<file path="src/rtl/geo_polyline_sequencer.sv">
`default_nettype none
// ============================================================================
// Module      : geo_polyline_sequencer
// Description : Turns a stream of vertices into line requests for the line
//               generator. Vertices are queued in a small FIFO. Each
//               consecutive pair is presented as one line, and ln_run is held
//               high until the generator reports completion. A path can
//               optionally be closed back to its first vertex. All
//               generator-facing progress is frozen while draw_busy is high.
// Ports       : clk, reset         - clock, synchronous active-high reset
//               i_draw_busy        - shared pixel-writer stall
//               i_vtx_*/o_vtx_ready - vertex stream (valid/ready handshake)
//               i_close_path       - close request, sampled when the path's
//                                    first vertex is loaded
//               o_ln_run, o_ln_*   - run strobe and endpoints to the generator
//               i_ln_complete      - generator line_complete
//               o_seq_busy, o_path_done, o_line_count - status
// Revision    : 1.0 - initial release
// ============================================================================
module geo_polyline_sequencer #(
  parameter int FIFO_DEPTH = 8
) (
  input  logic               clk,
  input  logic               reset,
  input  logic               i_draw_busy,
  input  logic               i_vtx_valid,
  output logic               o_vtx_ready,
  input  logic signed [11:0] i_vtx_x,
  input  logic signed [11:0] i_vtx_y,
  input  logic               i_vtx_last,
  input  logic               i_close_path,
  output logic               o_ln_run,
  output logic signed [11:0] o_ln_ax,
  output logic signed [11:0] o_ln_ay,
  output logic signed [11:0] o_ln_bx,
  output logic signed [11:0] o_ln_by,
  input  logic               i_ln_complete,
  output logic               o_seq_busy,
  output logic               o_path_done,
  output logic [15:0]        o_line_count
);

  localparam int            c_ADDR_W = $clog2(FIFO_DEPTH);
  localparam logic [c_ADDR_W:0] c_FULL = (c_ADDR_W + 1)'(FIFO_DEPTH);

  typedef enum logic [2:0] {
    ST_IDLE   = 3'd0,
    ST_LOAD_A = 3'd1,
    ST_LOAD_B = 3'd2,
    ST_ISSUE  = 3'd3,
    ST_WAIT   = 3'd4,
    ST_DROP   = 3'd5
  } state_t;

  // --------------------------------------------------------------------------
  // Vertex FIFO
  // --------------------------------------------------------------------------
  logic signed [11:0]  r_mem_x    [FIFO_DEPTH];
  logic signed [11:0]  r_mem_y    [FIFO_DEPTH];
  logic                r_mem_last [FIFO_DEPTH];
  logic [c_ADDR_W-1:0] r_wr_ptr;
  logic [c_ADDR_W-1:0] r_rd_ptr;
  logic [c_ADDR_W:0]   r_count;

  logic                w_push;
  logic                w_pop;
  logic                w_empty;
  logic signed [11:0]  w_head_x;
  logic signed [11:0]  w_head_y;
  logic                w_head_last;

  state_t              r_state;

  // Ready looks only at the pre-pop count, so a full FIFO refuses a push even
  // on the cycle it pops; this keeps vtx_ready independent of the FSM.
  assign o_vtx_ready = (r_count != c_FULL);
  assign w_push      = i_vtx_valid && o_vtx_ready;
  assign w_empty     = (r_count == '0);
  // LOAD_A is only entered with a non-empty FIFO and nothing else pops.
  assign w_pop       = (r_state == ST_LOAD_A) || ((r_state == ST_LOAD_B) && !w_empty);
  assign w_head_x    = r_mem_x[r_rd_ptr];
  assign w_head_y    = r_mem_y[r_rd_ptr];
  assign w_head_last = r_mem_last[r_rd_ptr];

  always_ff @(posedge clk) begin
    if (w_push) begin
      r_mem_x[r_wr_ptr]    <= i_vtx_x;
      r_mem_y[r_wr_ptr]    <= i_vtx_y;
      r_mem_last[r_wr_ptr] <= i_vtx_last;
    end
  end

  always_ff @(posedge clk) begin
    if (reset) begin
      r_wr_ptr <= '0;
      r_rd_ptr <= '0;
      r_count  <= '0;
    end else begin
      // Depth is a power of two, so the pointers wrap naturally.
      if (w_push) r_wr_ptr <= r_wr_ptr + 1'b1;
      if (w_pop)  r_rd_ptr <= r_rd_ptr + 1'b1;
      if (w_push && !w_pop)      r_count <= r_count + 1'b1;
      else if (!w_push && w_pop) r_count <= r_count - 1'b1;
    end
  end

  // --------------------------------------------------------------------------
  // Sequencer FSM
  // --------------------------------------------------------------------------
  logic signed [11:0] r_ax, r_ay, r_bx, r_by;
  logic signed [11:0] r_fx, r_fy;      // first vertex of the path
  logic               r_b_last;
  logic               r_close;
  logic               r_closing;       // closing line already issued
  logic               r_run;
  logic               r_busy;
  logic               r_path_done;
  logic [15:0]        r_line_count;
  logic               w_b_is_first;

  assign w_b_is_first = (r_bx == r_fx) && (r_by == r_fy);

  always_ff @(posedge clk) begin
    if (reset) begin
      r_state      <= ST_IDLE;
      r_ax         <= '0;
      r_ay         <= '0;
      r_bx         <= '0;
      r_by         <= '0;
      r_fx         <= '0;
      r_fy         <= '0;
      r_b_last     <= 1'b0;
      r_close      <= 1'b0;
      r_closing    <= 1'b0;
      r_run        <= 1'b0;
      r_busy       <= 1'b0;
      r_path_done  <= 1'b0;
      r_line_count <= '0;
    end else begin
      r_path_done <= 1'b0;
      case (r_state)
        ST_IDLE: begin
          if (!w_empty) begin
            r_state <= ST_LOAD_A;
            r_busy  <= 1'b1;
          end
        end

        ST_LOAD_A: begin
          r_ax         <= w_head_x;
          r_ay         <= w_head_y;
          r_fx         <= w_head_x;
          r_fy         <= w_head_y;
          r_close      <= i_close_path;
          r_closing    <= 1'b0;
          r_line_count <= '0;
          if (w_head_last) begin
            // Single-vertex path: degenerate line plots one point.
            r_bx     <= w_head_x;
            r_by     <= w_head_y;
            r_b_last <= 1'b1;
            r_run    <= 1'b1;
            r_state  <= ST_ISSUE;
          end else begin
            r_state  <= ST_LOAD_B;
          end
        end

        ST_LOAD_B: begin
          if (!w_empty) begin
            r_bx     <= w_head_x;
            r_by     <= w_head_y;
            r_b_last <= w_head_last;
            r_run    <= 1'b1;
            r_state  <= ST_ISSUE;
          end
        end

        ST_ISSUE: begin
          // The generator latches its start on the first non-stalled edge.
          if (!i_draw_busy) r_state <= ST_WAIT;
        end

        ST_WAIT: begin
          if (i_ln_complete && !i_draw_busy) begin
            if (r_line_count != 16'hFFFF) r_line_count <= r_line_count + 16'd1;
            r_run   <= 1'b0;
            r_state <= ST_DROP;
          end
        end

        ST_DROP: begin
          // Run stays low until the generator has seen it low on a live edge.
          if (!i_draw_busy) begin
            if (!r_b_last) begin
              r_ax    <= r_bx;
              r_ay    <= r_by;
              r_state <= ST_LOAD_B;
            end else if (r_close && !w_b_is_first && !r_closing) begin
              r_ax      <= r_bx;
              r_ay      <= r_by;
              r_bx      <= r_fx;
              r_by      <= r_fy;
              r_closing <= 1'b1;
              r_run     <= 1'b1;
              r_state   <= ST_ISSUE;
            end else begin
              r_path_done <= 1'b1;
              r_busy      <= 1'b0;
              r_state     <= ST_IDLE;
            end
          end
        end

        default: begin
          r_state <= ST_IDLE;
          r_run   <= 1'b0;
          r_busy  <= 1'b0;
        end
      endcase
    end
  end

  assign o_ln_run     = r_run;
  assign o_ln_ax      = r_ax;
  assign o_ln_ay      = r_ay;
  assign o_ln_bx      = r_bx;
  assign o_ln_by      = r_by;
  assign o_seq_busy   = r_busy;
  assign o_path_done  = r_path_done;
  assign o_line_count = r_line_count;

endmodule
`default_nettype wire

</file>
<file path="config.mk">
export PLATFORM = sky130hd
export DESIGN_NAME = geo_polyline_sequencer
export DESIGN_NICKNAME = d
export VERILOG_FILES = /design/src/rtl/geo_polyline_sequencer.sv
export SDC_FILE = /design/constraint.sdc
export NUM_CORES = 1
export LEC_CHECK = 0
export BUFFER_PORTS_ARGS = -buffer_cell sky130_fd_sc_hd__buf_4
export CELL_PAD_IN_SITES_DETAIL_PLACEMENT = 1
export CELL_PAD_IN_SITES_GLOBAL_PLACEMENT = 1
export CORE_MARGIN = 3
export CORE_UTILIZATION = 34
export DETAILED_ROUTE_END_ITERATION = 16
export HOLD_SLACK_MARGIN = 0.03
export PLACE_DENSITY = 0.61
export SLEW_MARGIN = 15
export SYNTH_ARGS = -nofsm -noshare
export SYNTH_HDL_FRONTEND = slang
export SYNTH_SLANG_ARGS = --single-unit
</file>
<file path="constraint.sdc">
create_clock -name clk -period 9.9 [get_ports clk]
set_input_delay 0.495 -clock clk [delete_from_list [all_inputs] [get_ports clk]]
set_output_delay 0.495 -clock clk [all_outputs]
set_load 0.005 [all_outputs]
</file>
==> flow_summary.yaml <==
cells_and_area:
  final_cell_area_mm2: 0.0150
  regArea_mm2: 0.00821
  final_common_cell: "edfxtp_1"
  syn_to_final_growth_pct: 19.4
  drive_gt1_share_pct: 23.0
  final_cell_mix: "edfxtp_1 (200), buf_4 (114), dfxtp_1 (108)"
  fill_cells: 3667
  nets: 1018
  multi_input_area_mm2: 0.00415
  n_antenna_cell: 0
grt:
  grtUsageTotal_pct: 15.3
  grt_pass1_wl_um: 46600
  grt_pass1_vias: 7679
  antenna_found_initial: 1
  grt_max_degree: 76
  grt_overflow_total: 0
setup_path:
  crit_path_start_kind: "register"
  slowest_delay_ps: 630
  crit_top_cell: "a21oi_1"
  critical_path_arrival_ps: 3500
  critPathKind: "register to register"
  cp_max_fo: 14
  critPathTopFamily: "compound AO/OA/AOI/OAI gates"
  crit_slowest_cell: "dfxtp_1"
  cp_cell_sequence: "nand2b_1, nand2b_1, a21oi_1, inv_1, ha_1, inv_1, ha_1, a21o_1, a21oi_1, xnor2_1, or3_1, a21oi_1"
  worstPathRequired_ps: 10350
  crit_path_end_kind: "register"
  critical_path_buf_inv_count: 2
clock_tree:
  cts_num_sinks: 310
  cts-root-buf: "clkbuf_16"
  clkTransAtPathRegs_ps: 60
  numCtsBuffers: 36
  ctsHoldBuffers: 0
  htree_num_levels: 2
  cts_setup_buffers: 0
  clock_latency_ps: 520
  cts_buffer_depth: 3
  cts_resized: 0
  cts_tree: "yes"
sta:
  period_minus_slack_ps: 3050
  finalCritPeriodShare_pct: 30.8
  rsz0062_at_grt: "no"
  finClkSkew_ps: 15.2
  relSlewSlack_pct: 21.7
  fin_hold_ws_ps: 209
  tns_ps: 0
  fmax_mhz: 328
  setup_violations: 0
  hold_viol: 0
  worst_slew_pin_slew_ps: 1160
  slew_violations: 0
placed_design:
  dp_hpwl_um: 18500
  finalWeightedCongestion: 0.709
  port_buffers: 98
  place_area_mm2: 0.0138
drt:
  postRouteAntennaNets: 0
  firstDrtPassIters: 4
  wl_per_cell_um: 20.6
  via_count: 7511
  dr.first_iter.drc_count: 279
  route.detailed.drc: 0
  wirelength_um: 30300
  vias_per_cell: 5.12
logic_synthesis:
  ys.flop_type: "edfxtp_1"
  avgSynthCellArea_um2: 14.3
  ys_types: 49
  yosysSeqAreaShare_pct: 65.3
  synth-seq-cells: 310
  post_synth_inst_count: 880
  synthArstFlopShare_pct: 0
  synth_nets: 918
  synth_area_mm2: 0.0126
  synth_edf_count: 200
  synth-warning-count: 0
die:
  die_x_um: 198
  die_area_mm2: 0.0393
  rows: 69
  initial_core_util_pct: 34.9
  die_y_um: 198
  core_mm2: 0.0360
  io_pins: 99
power_and_ir_drop:
  p_leak_nw: 4.98
  irDropWorstVdd_mv: 0.114
  power_density_mw_per_mm2: 267
run_status:
  outcome: "completed"
flow_run:
  maxCapViolations: 0
min_path:
  min_path_type: "input pin to register"
[state kept, by name, indices dropped and copies added, names as in the netlist, named ones only]
name	flops
o_seq_busy	1
r_fx	12
o_ln_by	12
r_wr_ptr	3
o_ln_ax	12
r_rd_ptr	3
r_close	1
r_b_last	1
r_state	3
o_path_done	1
o_ln_run	1
o_ln_ay	12
r_mem_y	96
o_line_count	16
r_count	4
o_ln_bx	12
r_closing	1
r_fy	12
r_mem_x	96
r_mem_last	8
[final cells by class]
type	count	share of cell area [%]
clock inverters	21	1.54
inverters	9	0.225
flip-flops and latches	310	54.7
repair buffers	115	5.84
clock buffers	44	6.20
well taps	461	3.84
multi-input cells	508	27.6
[worst paths after layout]
| path | from | endpoint | slack [ps] | cells past startpoint |
|---|---|---|---|---|
| hold reg to reg | o_ln_ay[10]$_SDFFE_PP0P_ | o_ln_ay[10]$_SDFFE_PP0P_ | 470 | 2 |
| hold / removal | i_vtx_x[3] | r_mem_x[6][3]$_DFFE_PP_ | 210 | 1 |
| setup reg to reg | r_state[1]$_SDFFE_PP0P_ | r_count[3]$_SDFFE_PP0P_ | 6850 | 12 |
| setup / recovery | r_state[1]$_SDFFE_PP0P_ | r_count[3]$_SDFFE_PP0P_ | 6850 | 12 |
[report_power, final]
part | internal (W) | switching [W]
combinational | 0.000467 | 0.000534
clock | 0.000780 | 0.000523
sequential | 0.00154 | 0.000164
[synthesized netlist by cell type (all sizes together), types with 2 or more instances]
library cell	instances	area, µm²
a211oi	25	188
a21oi	40	200
a31oi	2	12.5
and3	3	18.8
buf	23	131
clkbuf	30	113
dfxtp	110	2200
edfxtp	200	6010
ha	6	75.1
inv	8	30.0
mux2	2	22.5
mux2i	52	521
mux4	50	1130
nand2	73	274
nand2b	30	188
nand3	7	35.0
nand4	10	62.6
nor2	63	236
nor2b	5	31.3
nor3	18	95.1
nor4	2	12.5
o211ai	49	368
o21ai	8	40.0
or3	2	12.5
xnor2	35	307
xor2	9	78.8
[worst reg2reg max path: stages, from the launching register on]
cell and delay, ps:
dfxtp_1 630, nand2b_1 170, nand2b_1 190, a21oi_1 410, inv_1 90, ha_1 220, inv_1 120, ha_1 250
a21o_1 180, a21oi_1 180, xnor2_1 100, or3_1 310, a21oi_1 130
[stage by stage]
stage	std cells	total power [W]	util (%)	setup WS, ps
detailed placement	1402	0.00274	38.4	6830
floorplan	880	0.00238	-	6320
finish	1468	0.00401	41.7	6850
global placement	1402	0.00272	38.4	6970
global route	1468	0.00424	41.7	6530
CTS	1467	0.00407	41.6	6800
[kinds of logic after synthesis]
group,count (synthesis),share of synthesized area (%)
multiplexers,104,13.3
adder cells (fa/ha/maj),7,0.756
AO/OA/AOI/OAI,134,7.32
buffers and inverters,62,2.21
XOR/XNOR,44,3.07
AND/OR/NAND/NOR,219,8.08
flip-flops,310,65.3
[per-layer routing]
metal | GRT usage (%) | wire (µm) | vias up
li1 | - | - | 3541
met5 | 0 | 20 | -
met3 | 2.74 | 1390 | 34
met4 | 3.59 | 499 | 2
met2 | 24.3 | 14000 | 137
met1 | 21.9 | 14400 | 3797
No activity file was read; power rests on OpenSTA's default activity.
